### config.mk
export PLATFORM = sky130hd
export DESIGN_NAME = apb_rst_seq
export DESIGN_NICKNAME = d
export VERILOG_FILES = /design/src/rtl/apb_rst_seq.sv
export SDC_FILE = /design/constraint.sdc
export NUM_CORES = 1
export LEC_CHECK = 0
export CAP_MARGIN = 0
export CORE_ASPECT_RATIO = 1.1
export CORE_MARGIN = 1.5
export CORE_UTILIZATION = 54
export CTS_CLUSTER_SIZE = 16
export DETAILED_ROUTE_END_ITERATION = 16
export PLACE_DENSITY = 0.86
export SLEW_MARGIN = 20
export SYNTH_ARGS = -nofsm -noshare
export SYNTH_HDL_FRONTEND = slang
export SYNTH_SLANG_ARGS = --single-unit
### constraint.sdc
create_clock -name pclk -period 6.8 [get_ports pclk]
set_clock_uncertainty 0.15 [all_clocks]
set_input_delay 0.68 -clock pclk [delete_from_list [all_inputs] [get_ports pclk]]
set_output_delay 0.68 -clock pclk [all_outputs]
set_load 0.05 [all_outputs]
### src/rtl/apb_rst_seq.sv
// APB-programmable reset sequencer: holds all domains in reset, then releases them in index order.
// Optional CAUSE register (sticky por/pmu/soft flags at offset 0x0C) enabled by APB_RST_SEQ_CAUSE_EN.
module apb_rst_seq #(
  parameter int ADDR_WIDTH = 32,
  parameter int DATA_WIDTH = 32,
  parameter int NUM_RST    = 4
) (
  input  logic                  pclk,
  input  logic                  preset,
  input  logic                  psel,
  input  logic                  penable,
  input  logic                  pwrite,
  input  logic [ADDR_WIDTH-1:0] paddr,
  input  logic [DATA_WIDTH-1:0] pwdata,
  output logic [DATA_WIDTH-1:0] prdata,
  input  logic                  rst_req_n,
  output logic [NUM_RST-1:0]    rst_n_o,
  output logic                  done
);

  localparam int IDX_W = $clog2(NUM_RST);

  typedef enum logic [1:0] {
    ST_ASSERT  = 2'd0,
    ST_RELEASE = 2'd1,
    ST_DONE    = 2'd2
  } state_e;

  state_e                state_q, state_d;
  logic [15:0]           cnt_q, cnt_d;
  logic [IDX_W-1:0]      idx_q, idx_d;
  logic [NUM_RST-1:0]    rst_n_q, rst_n_d;
  logic [15:0]           hold_q, hold_d;
  logic [15:0]           step_q, step_d;
  logic [DATA_WIDTH-1:0] prdata_q, prdata_d;

  logic        wr_stb, rd_stb, soft_trig, trigger;
  logic [7:0]  offset;
  logic [15:0] hold_eff, step_eff;
  logic [31:0] status, rd_val;
  logic        unused_bits;

  assign wr_stb    = psel & penable & pwrite;
  assign rd_stb    = psel & ~penable & ~pwrite;
  assign offset    = paddr[7:0];
  assign soft_trig = wr_stb && (offset == 8'h00) && pwdata[0];
  assign trigger   = ~rst_req_n | soft_trig;
  assign unused_bits = ^{paddr, pwdata};

  // A programmed delay of zero behaves as a single-cycle delay.
  assign hold_eff = (hold_q == 16'd0) ? 16'd1 : hold_q;
  assign step_eff = (step_q == 16'd0) ? 16'd1 : step_q;

  always_comb begin
    state_d = state_q;
    cnt_d   = cnt_q;
    idx_d   = idx_q;
    rst_n_d = rst_n_q;
    if (trigger) begin
      state_d = ST_ASSERT;
      cnt_d   = '0;
      idx_d   = '0;
      rst_n_d = '0;
    end else begin
      case (state_q)
        ST_ASSERT: begin
          rst_n_d = '0;
          if (cnt_q == hold_eff - 16'd1) begin
            state_d    = ST_RELEASE;
            rst_n_d[0] = 1'b1;
            idx_d      = IDX_W'(1);
            cnt_d      = '0;
          end else begin
            cnt_d = cnt_q + 16'd1;
          end
        end
        ST_RELEASE: begin
          if (cnt_q == step_eff - 16'd1) begin
            rst_n_d[idx_q] = 1'b1;
            idx_d          = idx_q + IDX_W'(1);
            cnt_d          = '0;
            if (idx_q == IDX_W'(NUM_RST - 1)) state_d = ST_DONE;
          end else begin
            cnt_d = cnt_q + 16'd1;
          end
        end
        ST_DONE: begin
          rst_n_d = '1;
          cnt_d   = '0;
        end
        default: begin
          state_d = ST_ASSERT;
          cnt_d   = '0;
          idx_d   = '0;
          rst_n_d = '0;
        end
      endcase
    end
  end

  always_comb begin
    status                = '0;
    status[0]             = (state_q != ST_DONE);
    status[2:1]           = state_q;
    status[NUM_RST+3:4]   = rst_n_q;
  end

`ifdef APB_RST_SEQ_CAUSE_EN
  logic [2:0] cause_q, cause_d, cause_set, cause_clr;
  assign cause_set = {soft_trig, ~rst_req_n, 1'b0};
  assign cause_clr = (wr_stb && (offset == 8'h0C)) ? pwdata[2:0] : 3'b000;
  assign cause_d   = (cause_q & ~cause_clr) | cause_set;

  always_ff @(posedge pclk) begin
    if (preset) cause_q <= 3'b001;
    else        cause_q <= cause_d;
  end
`endif

  always_comb begin
    rd_val = '0;
    case (offset)
      8'h04:   rd_val = {step_q, hold_q};
      8'h08:   rd_val = status;
`ifdef APB_RST_SEQ_CAUSE_EN
      8'h0C:   rd_val = {29'd0, cause_q};
`endif
      default: rd_val = '0;
    endcase
  end

  always_comb begin
    hold_d   = hold_q;
    step_d   = step_q;
    prdata_d = prdata_q;
    if (wr_stb && (offset == 8'h04)) begin
      hold_d = pwdata[15:0];
      step_d = pwdata[31:16];
    end
    if (rd_stb) prdata_d = DATA_WIDTH'(rd_val);
  end

  always_ff @(posedge pclk) begin
    if (preset) begin
      state_q  <= ST_ASSERT;
      cnt_q    <= '0;
      idx_q    <= '0;
      rst_n_q  <= '0;
      hold_q   <= 16'd16;
      step_q   <= 16'd8;
      prdata_q <= '0;
    end else begin
      state_q  <= state_d;
      cnt_q    <= cnt_d;
      idx_q    <= idx_d;
      rst_n_q  <= rst_n_d;
      hold_q   <= hold_d;
      step_q   <= step_d;
      prdata_q <= prdata_d;
    end
  end

  assign rst_n_o = rst_n_q;
  assign done    = (state_q == ST_DONE);
  assign prdata  = prdata_q;

endmodule

; ---- Yosys cells after proc, flatten, opt, wreduce, memory -nomap -nowiden
; Cells that the tools add are included.
[op_classes]
n_addsub = 4
mul = 0
n_div = 0
magnitude_cmp = 2
eq_ne = 11
n_shift = 0
n_mux = 17
n_bitwise = 10
reduce_logical = 11
[ops]
columns = op, n
row1 = $mux W16, 4
row2 = $pmux W32 S2, 1
row3 = $eq A16 B16 Y1, 2
row4 = $logic_not A16 Y1, 2
row5 = $pmux W16 S2, 1
row6 = $sub A16 B1 Y16 const B, 2
row7 = $add A16 B1 Y16 const B, 1
row8 = $pmux W2 S3, 2
row9 = $pmux W4 S3, 1
row10 = $eq A8 B3 Y1 const B, 1
row11 = $eq A8 B4 Y1 const B, 1
row12 = $logic_not A8 Y1, 1
row13 = $mux W2, 4
row14 = $ne A2 B2 Y1 const B, 4
row15 = $and A1 B1 Y1, 4
row16 = $eq A2 B2 Y1 const B, 2
row17 = $logic_and A1 B1 Y1, 4
row18 = $mux W4, 1
row19 = $not A1 Y1, 4
row20 = $or A4 B4 Y4, 1
row21 = $reduce_and A4 Y1, 1
row22 = $lt A2 B3 Y1 const B, 1
row23 = $reduce_and A3 Y1, 1
row24 = $add A2 B1 Y2 const B, 1
row25 = other kinds (7), 8
[totals]
regBits = 88
latch_bits = 0
ram_bits = 0
romBits = 0
output_inout_bits = 37
elab_cells = 62
memories = 0

; ---- Depth between registers and ports, before layout
; Gate-level depths: netlist of run 1.
[logic_depth]
word_depth = 7
ltp_mapped = 15
mapped_depth_nobuf = 13

; ---- Worst setup path before layout of run 1
; No wires, ideal clock.
[synth_timing]
path_type = reg-to-reg
from = register step_q[6]
to = register idx_q[0]
setup_ns = 0.074
arrival_ns = 3.601
required_ns = 6.576
setup_slack_ns = 2.975
path_stages_with_launch = 15
path_buffers = 1
cell_sequence = dfxtp_1 buf_6 or4_4 nor3_4 and3_2 nor2_1 ha_1 nor3b_1 and4_1 and3_1 a211oi_1 nand4_2 or4_4 a211o_1 a31oi_1
[synth_between]
elab_chain_cells = 6
[synth_lines]
columns = element, line
row1 = start: declaration, 34  ; logic [15:0] step_q, step_d;
row2 = start signal: assignment, 158  ; step_q <= step_d;
row3 = $logic_not A16 Y1, 52  ; assign step_eff = (step_q == 16'd0) ? 16'd1 : step_q;
row4 = $mux W16 (*), 52
row5 = $sub A16 B1 Y16 (*), 78  ; if (cnt_q == step_eff - 16'd1) begin
row6 = $eq A16 B16 Y1 (*), 78
row7 = $ne A2 B2 Y1 (no line) (*), n/a
row8 = $reduce_and A3 Y1 (no line) (*), n/a
row9 = end signal: assignment, 155  ; idx_q <= idx_d;
row10 = end: declaration, 31  ; logic [IDX_W-1:0] idx_q, idx_d;
; Mark *: on every way between the ends. The rest lies on a longest branch, timed or not.
; A chain may end at the register's enable or synchronous reset.

; ---- Worst setup path after layout of run 1
[layout_timing]
from = register step_q[0]
to = register state_q[0]
[layout_between]
elab_chain_cells = 6
[layout_lines]
columns = element, line
row1 = $logic_not A16 Y1, 52
row2 = $mux W16 (*), 52
row3 = $sub A16 B1 Y16 (*), 78
row4 = $eq A16 B16 Y1 (*), 78
row5 = $ne A2 B2 Y1 (no line) (*), n/a
row6 = $reduce_and A4 Y1 (no line) (*), n/a
row7 = end signal: assignment, 153  ; state_q <= state_d;
row8 = end: declaration, 29  ; state_e state_q, state_d;
; Marks and branches as above.

==> impl_metrics.env, run 1 <==
export IMPL_cts_setup_buffers=0
export IMPL_syn_num_nets=675
export IMPL_drv_cap=0
export IMPL_cts_buffers=9
export IMPL_pwr_share_comb_pct=6.3
export IMPL_critPathSlowestCell="nor4b_1"
export IMPL_grt_max_degree=66
export IMPL_drtIter0Drc=221
export IMPL_ioPinCount=107
export IMPL_tns_ps=0
export IMPL_worst_endpoint_arrival_ps=4760
export IMPL_clock_power_share_pct=39.9
export IMPL_endpoint_kind="register"
export IMPL_crit_chain="or4_1 > nor3_4 > and3_2 > nor2_1 > ha_1 > nor3b_1 > and4_1 > and3_1 > a211oi_1 > nand4_2 > nor4b_1 > nand2_1 > a31o_2"
export IMPL_p_int_mw=0.734
export IMPL_clk_pin_slew_worst_paths_ps=100
export IMPL_fin_crit_ps=4650
export IMPL_power_density_mw_per_mm2=172
export IMPL_avgRoutedWirePerCell_um=16.6
export IMPL_path_max_fanout=8
export IMPL_period_share_pct=68.5
export IMPL_synth_seq_cells=88
export IMPL_vias=4503
export IMPL_netlist_area_leader_share_pct=38.2
export IMPL_avgSynthCellArea_um2=7.72
export IMPL_layout_cells_non_filler=763
export IMPL_cpPeakStageDelay_ps=880
export IMPL_h_tree_depth=3
export IMPL_critical_path_top_delay_family="simple AND/OR/NAND/NOR gates"
export IMPL_tightest_slew_ps=985
export IMPL_switching_share_pct=24.0
export IMPL_cp_start_kind="register"
export IMPL_antenna_found_initial=0
export IMPL_fin_ws_ps=2150
export IMPL_ys_seq_area_share_pct=38.2
export IMPL_synth_cell_types=57
export IMPL_layout_drive_gt1_share_pct=5.83
export IMPL_clk_latency_ps=360
export IMPL_slew_headroom_pct=33.4
export IMPL_routed_via_density=5.90
export IMPL_ir_worst_vdd_mv=0.138
export IMPL_setup_viol=0
export IMPL_dpl_hpwl_um=9290
export IMPL_routabilityCongestion=0.905
export IMPL_required_ps=6900
export IMPL_asyncSetResetFlopFracSynth_pct=0
export IMPL_die_x_um=91.1
export IMPL_mappedNetlistArea_mm2=0.00461
export IMPL_die_area_mm2=0.00911
export IMPL_cts_hold_buf=0
export IMPL_fill_cells=703
export IMPL_final_util_pct=67.6
export IMPL_rows=35
export IMPL_synthesis_instances=598
export IMPL_clockRootBuffer="clkbuf_8"
export IMPL_yosys_warnings=0
export IMPL_place_worst_setup_slack_ps=2300
export IMPL_cts_tree="yes"
export IMPL_nets=724
export IMPL_grt_pass1_wl_um=20900
export IMPL_finalWirelength_um=12700
export IMPL_p_sw_mw=0.232
export IMPL_synth_area_top_cells="dfxtp_1, nand2_1, a21oi_1"
export IMPL_cts_resized=0
export IMPL_timing_final_max_slew_violations=0
export IMPL_synth_area_leader_cell="dfxtp_1"
export IMPL_globalRouteOverflowTotal=0
export IMPL_fmax_mhz=215
export IMPL_drt_first_pass_iters=4
export IMPL_ys_flop_type="dfxtp_1"
export IMPL_start_util_pct=55.5
export IMPL_drc=0
export IMPL_n_antenna_cell=0
export IMPL_min_path_type="register to register"
export IMPL_place_inst=747
export IMPL_core_mm2=0.00832
export IMPL_ant_nets=0
export IMPL_critPathKind="register to register"
export IMPL_synth_edf_count=0
export IMPL_grt_pass1_vias=4325
export IMPL_cts_sinks=88
export IMPL_grt_usage_pct=28.5
export IMPL_rsz0062_at_grt="no"
export IMPL_seqPwrFrac_pct=53.8
export IMPL_worst_path_buf_inv=0
export IMPL_clk_path_buf_depth=2
export IMPL_status="completed"
export IMPL_p_leak_nw=1.87
export IMPL_die_y_um=100
export IMPL_hold_viol=0
export IMPL_area_growth_synth_to_final_pct=21.9
export IMPL_io_buffers=82
## flip-flops by register name, indices dropped and copies added, names as in the netlist
signal,flops
prdata,32
cnt_q,16
hold_q,16
step_q,16
rst_n_o,4
idx_q,2
state_q,2
## metrics by stage
stage | hold slack (ps) | total power, mW | area (um2)
after floorplan | 316 | 0.557 | 4610
after global placement | 289 | 0.591 | 5390
after detailed placement | 299 | 0.592 | 5410
after CTS | 311 | 0.969 | 5620
after global routing | 325 | 0.996 | 5630
final | 305 | 0.966 | 5630
## synth_stat cells, drive strengths merged (2+ instances only)
cell	instances
a211o	2
a211oi	6
a21boi	3
a21oi	66
a221oi	9
a311oi	2
a31oi	4
and2	5
and3	11
and4	4
buf	8
clkbuf	38
dfxtp	88
ha	7
inv	12
mux2i	2
nand2	104
nand2b	3
nand3	46
nand3b	2
nand4	8
nor2	44
nor2b	3
nor3	18
nor3b	9
nor4	7
nor4b	3
o2111ai	2
o211ai	4
o21ai	10
o311ai	2
o31ai	2
or3	2
or4	5
xnor2	24
xor2	22
## cell families (layout without fill, tap and decap cells)
| kind of cell | Yosys count | count (layout) | synth area share [%] |
|---|---|---|---|
| compound gates | 120 | 120 | 16.2 |
| simple gates | 277 | 277 | 29.5 |
| mux | 2 | 2 | 0.434 |
| flops | 88 | 88 | 38.2 |
| buf+inv | 58 | 112 | 5.10 |
| fa+ha+maj | 7 | 7 | 1.90 |
| xor+xnor | 46 | 46 | 8.73 |
## cell usage in the layout, fill, tap and decap left out, types with 4 or more instances in the layout
master / n
a221oi_1: 9
clkbuf_8: 10
o211ai_1: 4
dfxtp_1: 88
nor4_1: 7
a31oi_1: 4
a21oi_1: 66
xnor2_1: 24
clkdlybuf4s50_1: 81
and2_1: 4
ha_1: 7
and4_1: 4
nand4_1: 7
nand3_1: 45
a211oi_1: 5
nor2_1: 44
o21ai_0: 10
nor3_1: 16
inv_1: 12
xor2_1: 22
nand2_1: 102
and3_1: 9
nor3b_1: 9
## final timing paths
check / from / slack [ps] / endpoint / cells past startpoint
max: step_q[0]$_SDFFE_PP0P_ / 2150 / state_q[0]$_SDFFE_PP0P_ / 13
min reg2reg: prdata[18]$_SDFFE_PP0P_ / 310 / prdata[18]$_SDFFE_PP0P_ / 2
max reg2reg: step_q[0]$_SDFFE_PP0P_ / 2150 / state_q[0]$_SDFFE_PP0P_ / 13
min: prdata[18]$_SDFFE_PP0P_ / 310 / prdata[18]$_SDFFE_PP0P_ / 2
## power by group through the flow
stage	Clock, mW	Sequential [mW]	Combinational [mW]
after global routing	0.411	0.521	0.0651
final	0.386	0.520	0.0609
after CTS	0.388	0.520	0.0604
after detailed placement	0	0.532	0.0600
after floorplan	0	0.538	0.0195
after global placement	0	0.532	0.0589
## worst min-delay path, cell delays in order (launching register included)
cell	delay, ps
dfxtp_1	320
nand2_1	50
a21oi_1	50
## layer usage
metal,routed length [um],track usage [%],part of all wire [%]
met1,4990,32.3,39
met4,451,13.8,3.6
met2,6710,52.2,53
met3,540,3.94,4.3
met5,0,0,0
## cell type report
class | instances | area [um2] | share of cell area (%)
multi-input cells | 452 | 2630 | 46.7
flip-flops and latches | 88 | 1760 | 31.3
repair buffers | 84 | 841 | 14.9
well taps | 111 | 139 | 2.47
clock buffers | 10 | 138 | 2.45
clock inverters | 6 | 73.8 | 1.31
inverters | 12 | 45.0 | 0.801
(Power assumes the default switching activity.)
==> inputs of run 2 (changes only) <==
--- a/config.mk
+++ b/config.mk
@@ -8,10 +8,10 @@
 export CAP_MARGIN = 0
 export CORE_ASPECT_RATIO = 1.1
 export CORE_MARGIN = 1.5
-export CORE_UTILIZATION = 54
+export CORE_UTILIZATION = 46
 export CTS_CLUSTER_SIZE = 16
 export DETAILED_ROUTE_END_ITERATION = 16
-export PLACE_DENSITY = 0.86
+export PLACE_DENSITY = 0.78
 export SLEW_MARGIN = 20
 export SYNTH_ARGS = -nofsm -noshare
 export SYNTH_HDL_FRONTEND = slang
==> constraint.sdc (replaced) <==
create_clock -name pclk -period 3.9 [get_ports pclk]
set_clock_uncertainty 0.15 [all_clocks]
set_input_delay 0.39 -clock pclk [delete_from_list [all_inputs] [get_ports pclk]]
set_output_delay 0.39 -clock pclk [all_outputs]
set_load 0.05 [all_outputs]
==> run 2 against run 1 <==
Compared with the run above: setup slack worse by 2000 ps; sequential share of layout area down 0.89 points; sequential power up 74%; clock power up 58%; critical path type unchanged; global-route usage down 3.9 points; non-clock buffer count up 23.
==> impl_metrics.env, run 2 (synthesis results as in run 1) <==
export IMPL_status="completed"
export IMPL_h_tree_depth=3
export IMPL_hold_viol=0
export IMPL_die_x_um=98.5
export IMPL_holdPathStages=2
export IMPL_crit_chain="or4_4 > nor3_4 > and3_2 > nor2_1 > ha_1 > nor3b_2 > and4_1 > and3_1 > a211oi_2 > nand4_2 > or4_4 > a211o_1 > a31oi_1"
export IMPL_p_leak_nw=1.98
export IMPL_area_growth_synth_to_final_pct=25.5
export IMPL_largest_reg_flops=32
export IMPL_rows=38
export IMPL_place_inst=779
export IMPL_worst_endpoint_arrival_ps=3870
export IMPL_fin_crit_ps=3730
export IMPL_r2r_slack_ps=170
export IMPL_power_density_mw_per_mm2=280
export IMPL_min_path_type="register to register"
export IMPL_final_cell_mix="nand2_1, dfxtp_1, clkdlybuf4s50_1, a21oi_1, nand3_1"
export IMPL_ant_nets=0
export IMPL_ir_worst_vdd_mv=0.172
export IMPL_period_share_pct=95.6
export IMPL_fin_ws_ps=170
export IMPL_cts_sinks=88
export IMPL_core_mm2=0.00979
export IMPL_clk_path_buf_depth=2
export IMPL_cp_common_cell="or4_4"
export IMPL_drv_cap=0
export IMPL_vias=4514
export IMPL_slew_headroom_pct=34.3
export IMPL_die_y_um=108
export IMPL_layout_cells_non_filler=795
export IMPL_routabilityCongestion=0.960
export IMPL_setup_viol=0
export IMPL_die_area_mm2=0.0106
export IMPL_rsz0062_at_grt="no"
export IMPL_cp_start_kind="register"
export IMPL_finalWirelength_um=12900
export IMPL_clockRootBuffer="clkbuf_8"
export IMPL_r2r_cells=13
export IMPL_nets=747
export IMPL_cts_tree="yes"
export IMPL_timing_final_max_slew_violations=0
export IMPL_grt_max_degree=65
export IMPL_cpPeakStageDelay_ps=550
export IMPL_required_ps=4040
export IMPL_antenna_found_initial=0
export IMPL_critPathSlowestCell="or4_4"
export IMPL_critPathKind="register to register"
export IMPL_path_max_fanout=7
export IMPL_tightest_slew_ps=985
export IMPL_r2r_end="idx_q[0]$_SDFFE_PP0P_"
export IMPL_drc=0
export IMPL_clk_pin_slew_worst_paths_ps=100
export IMPL_drtIter0Drc=216
export IMPL_worstHoldStart="prdata[9]$_SDFFE_PP0P_"
export IMPL_clk_latency_ps=380
export IMPL_grt_pass1_vias=4425
export IMPL_endpoint_kind="register"
export IMPL_r2r_start="step_q[6]$_SDFFE_PP0P_"
export IMPL_globalRouteOverflowTotal=0
export IMPL_dpl_hpwl_um=9630
export IMPL_layout_drive_gt1_share_pct=9.33
export IMPL_ioPinCount=107
export IMPL_grt_usage_pct=24.5
export IMPL_tns_ps=0
export IMPL_n_antenna_cell=0
export IMPL_cts_buffers=9
export IMPL_start_util_pct=47.1
export IMPL_grt_pass1_wl_um=20800
export IMPL_fmax_mhz=268
export IMPL_place_worst_setup_slack_ps=28.3
export IMPL_final_util_pct=59.1
export IMPL_hold_end="prdata[9]$_SDFFE_PP0P_"
export IMPL_avgRoutedWirePerCell_um=16.2
export IMPL_io_buffers=82
export IMPL_routed_via_density=5.68
export IMPL_drt_first_pass_iters=5
export IMPL_final_common_cell="nand2_1"
-- run 2: power by group --
| group | switching [mW] | total, mW | leakage (nW) | internal, mW |
|---|---|---|---|---|
| registers | 0.00479 | 0.907 | 0.710 | 0.902 |
| logic | 0.0510 | 0.106 | 1.18 | 0.0551 |
| clock network | 0.355 | 0.611 | 0.0899 | 0.257 |
-- run 2: worst max-delay path: cells and delay by family, from the launching register on --
family	cells	cell delay (ps)
simple gates	9	2310
compound gates	3	660
flops	1	320
fa+ha+maj	1	210
-- run 2: what timing repair did --
item,CTS,global route
resized for setup,1,3
hold buffers,0,0
pin swaps,0,2
endpoints found under the setup margin,1,19
setup buffers,0,0
-- run 2: worst max path at each step --
stage	start	end	cells after the start
3_3_place_gp	step_q[6]$_SDFFE_PP0P_	state_q[0]$_SDFFE_PP0P_	14
5_1_grt	step_q[6]$_SDFFE_PP0P_	idx_q[0]$_SDFFE_PP0P_	13
4_1_cts	step_q[6]$_SDFFE_PP0P_	idx_q[0]$_SDFFE_PP0P_	13
2_1_floorplan	step_q[6]$_SDFFE_PP0P_	idx_q[0]$_SDFFE_PP0P_	14
6_report	step_q[6]$_SDFFE_PP0P_	idx_q[0]$_SDFFE_PP0P_	13
3_5_place_dp	step_q[6]$_SDFFE_PP0P_	idx_q[0]$_SDFFE_PP0P_	13
-- run 2: final cells by class --
type                    count  area, um2
clock buffers              10        138
clock inverters             6       50.0
fillers                   894       4000
inverters                  12       45.0
multi-input cells         452       2640
flip-flops and latches     88       1760
well taps                 120        150
repair buffers            107       1000
-- run 2: layer usage --
metal | vias up | part of all wire (%) | track usage [%]
met3 | 18 | 3.9 | 4.14
met4 | 0 | 1.9 | 11.3
met1 | 2146 | 41 | 27.1
met5 | - | 0 | 0
met2 | 119 | 53 | 45.9
li1 | 2231 | - | -
-- run 2: through the flow --
step           hold WS [ps]  power, mW  cell area [um2]
6_report                304       1.62             5790
3_3_place_gp            290       1.03             5580
3_5_place_dp            294       1.03             5580
5_1_grt                 330       1.67             5790
4_1_cts                 307       1.63             5780
2_1_floorplan           316      0.972             4610
==> inputs of run 3 (changes only) <==
--- a/config.mk
+++ b/config.mk
@@ -11,8 +11,8 @@
 export CORE_UTILIZATION = 46
 export CTS_CLUSTER_SIZE = 16
 export DETAILED_ROUTE_END_ITERATION = 16
+export GPL_TIMING_DRIVEN = 0
 export PLACE_DENSITY = 0.78
-export SLEW_MARGIN = 20
 export SYNTH_ARGS = -nofsm -noshare
 export SYNTH_HDL_FRONTEND = slang
 export SYNTH_SLANG_ARGS = --single-unit
==> run 3 against run 2 <==
Compared with the run above: sequential share of layout area fell by 0.80 points; non-clock buffer count rose by 29; critical path depth rose by 2; total power rose by 4.3%; sequential power barely moved; via count rose by 4.9%; count of clock-buffer cells in the layout did not move; worst hold slack improved by 2.0 ps; wire length rose by 7.0%; first-iteration DRC count rose by 14%.
==> impl_metrics.env, run 3 (synthesis results as in run 1) <==
export IMPL_drc=0
export IMPL_setup_viol=0
export IMPL_rows=38
export IMPL_required_ps=4020
export IMPL_clockRootBuffer="clkbuf_8"
export IMPL_p_leak_nw=2.01
export IMPL_start_util_pct=47.1
export IMPL_grt_pass1_vias=4454
export IMPL_endpoint_kind="register"
export IMPL_fin_ws_ps=98.3
export IMPL_tightest_slew_ps=883
export IMPL_largest_reg_flops=32
export IMPL_slew_headroom_pct=41.0
export IMPL_final_util_pct=61.0
export IMPL_placed_cell_area_mm2=0.00559
export IMPL_critPathKind="register to register"
export IMPL_critical_path_top_delay_family="simple AND/OR/NAND/NOR gates"
export IMPL_hold_viol=0
export IMPL_vias=4734
export IMPL_core_mm2=0.00979
export IMPL_status="completed"
export IMPL_routabilityCongestion=0.946
export IMPL_worst_endpoint_arrival_ps=3920
export IMPL_cp_start_kind="register"
export IMPL_die_area_mm2=0.0106
export IMPL_worst_path_buf_inv=2
export IMPL_clk_pin_slew_worst_paths_ps=100
export IMPL_fin_crit_ps=3800
export IMPL_grt_usage_pct=25.8
export IMPL_die_x_um=98.5
export IMPL_clk_latency_ps=380
export IMPL_path_max_fanout=10
export IMPL_drtIter0Drc=246
export IMPL_clk_path_buf_depth=2
export IMPL_drv_cap=0
export IMPL_ant_nets=0
export IMPL_final_cell_mix="nand2_1, dfxtp_1, clkdlybuf4s50_1, a21oi_1, nand3_1"
export IMPL_ioPinCount=107
export IMPL_nets=776
export IMPL_timing_final_max_slew_violations=0
export IMPL_die_y_um=108
export IMPL_avgRoutedWirePerCell_um=16.8
export IMPL_antenna_found_initial=0
export IMPL_cpPeakStageDelay_ps=600
export IMPL_finalInstanceArea_mm2=0.00597
export IMPL_critPathSlowestCell="or4_4"
export IMPL_dpl_hpwl_um=10600
export IMPL_cts_sinks=88
export IMPL_period_share_pct=97.5
export IMPL_final_common_cell="nand2_1"
export IMPL_ir_worst_vdd_mv=0.209
export IMPL_routed_via_density=5.75
export IMPL_min_path_type="register to register"
export IMPL_cts_buffers=9
export IMPL_cts_hold_buf=0
export IMPL_n_antenna_cell=0
export IMPL_io_buffers=82
export IMPL_h_tree_depth=3
export IMPL_fmax_mhz=263
export IMPL_globalRouteOverflowTotal=0
export IMPL_p_total_mw=1.69
export IMPL_layout_drive_gt1_share_pct=8.81
export IMPL_cts_tree="yes"
export IMPL_grt_max_degree=17
export IMPL_area_growth_synth_to_final_pct=29.4
export IMPL_grt_pass1_wl_um=21600
export IMPL_place_worst_setup_slack_ps=-553
export IMPL_finalWirelength_um=13800
export IMPL_power_density_mw_per_mm2=284
export IMPL_drt_first_pass_iters=8
export IMPL_tns_ps=0
export IMPL_crit_chain="or4_4 > buf_6 > nor3_4 > and3_4 > nor2_1 > ha_2 > nor3b_4 > and4_1 > and3_1 > a211oi_2 > nand4_2 > or4_4 > nand3_4 > buf_4 > nor2_1"
-- run 3: cell type report --
type | count | area (um2)
multi-input cells | 452 | 2720
flip-flops and latches | 88 | 1770
fillers | 885 | 3820
plain buffers | 46 | 199
clock buffers | 10 | 138
well taps | 120 | 150
inverters | 12 | 45.0
repair buffers | 90 | 881
clock inverters | 6 | 72.6
-- run 3: path summary, 6_finish.rpt --
check | from | to | slack, ps | cells past startpoint
setup / recovery | step_q[2]$_SDFFE_PP0P_ | cnt_q[10]$_SDFF_PP0_ | 100 | 15
hold / removal | prdata[16]$_SDFFE_PP0P_ | prdata[16]$_SDFFE_PP0P_ | 310 | 2
setup reg to reg | step_q[2]$_SDFFE_PP0P_ | cnt_q[10]$_SDFF_PP0_ | 100 | 15
hold reg to reg | prdata[16]$_SDFFE_PP0P_ | prdata[16]$_SDFFE_PP0P_ | 310 | 2
-- run 3: through the flow --
step | hold slack [ps] | cells
after floorplan | 316 | 598
after detailed placement | 297 | 800
final | 306 | 824
after global placement | 294 | 800
after global routing | 334 | 824
after CTS | 311 | 818
-- run 3: worst min-delay path: stages (launching register included) --
cell     delay (ps)
dfxtp_1         320
nand2_1          50
a21oi_1          50
-- run 3: power breakdown --
part	switching, mW	internal, mW
Sequential	0.00300	0.902
Clock	0.355	0.321
Combinational	0.0552	0.0579
Total	0.413	1.28
-- run 3: repair_timing --
action | 4_1_cts | 5_1_grt
setup endpoints to repair | 24 | 20
pin swaps | 4 | 10
hold endpoints to repair | 0 | 0
gates resized for setup | 12 | 15
setup buffers | 2 | 6
-- run 3: metal layers --
layer  track usage (%)  up-vias  routed length (um)
met3              4.46       38                 865
met1              31.0     2211                5620
li1                  -     2305                   -
met2              44.4      180                6840
met4              13.1        0                 486
met5                 0        -                   0
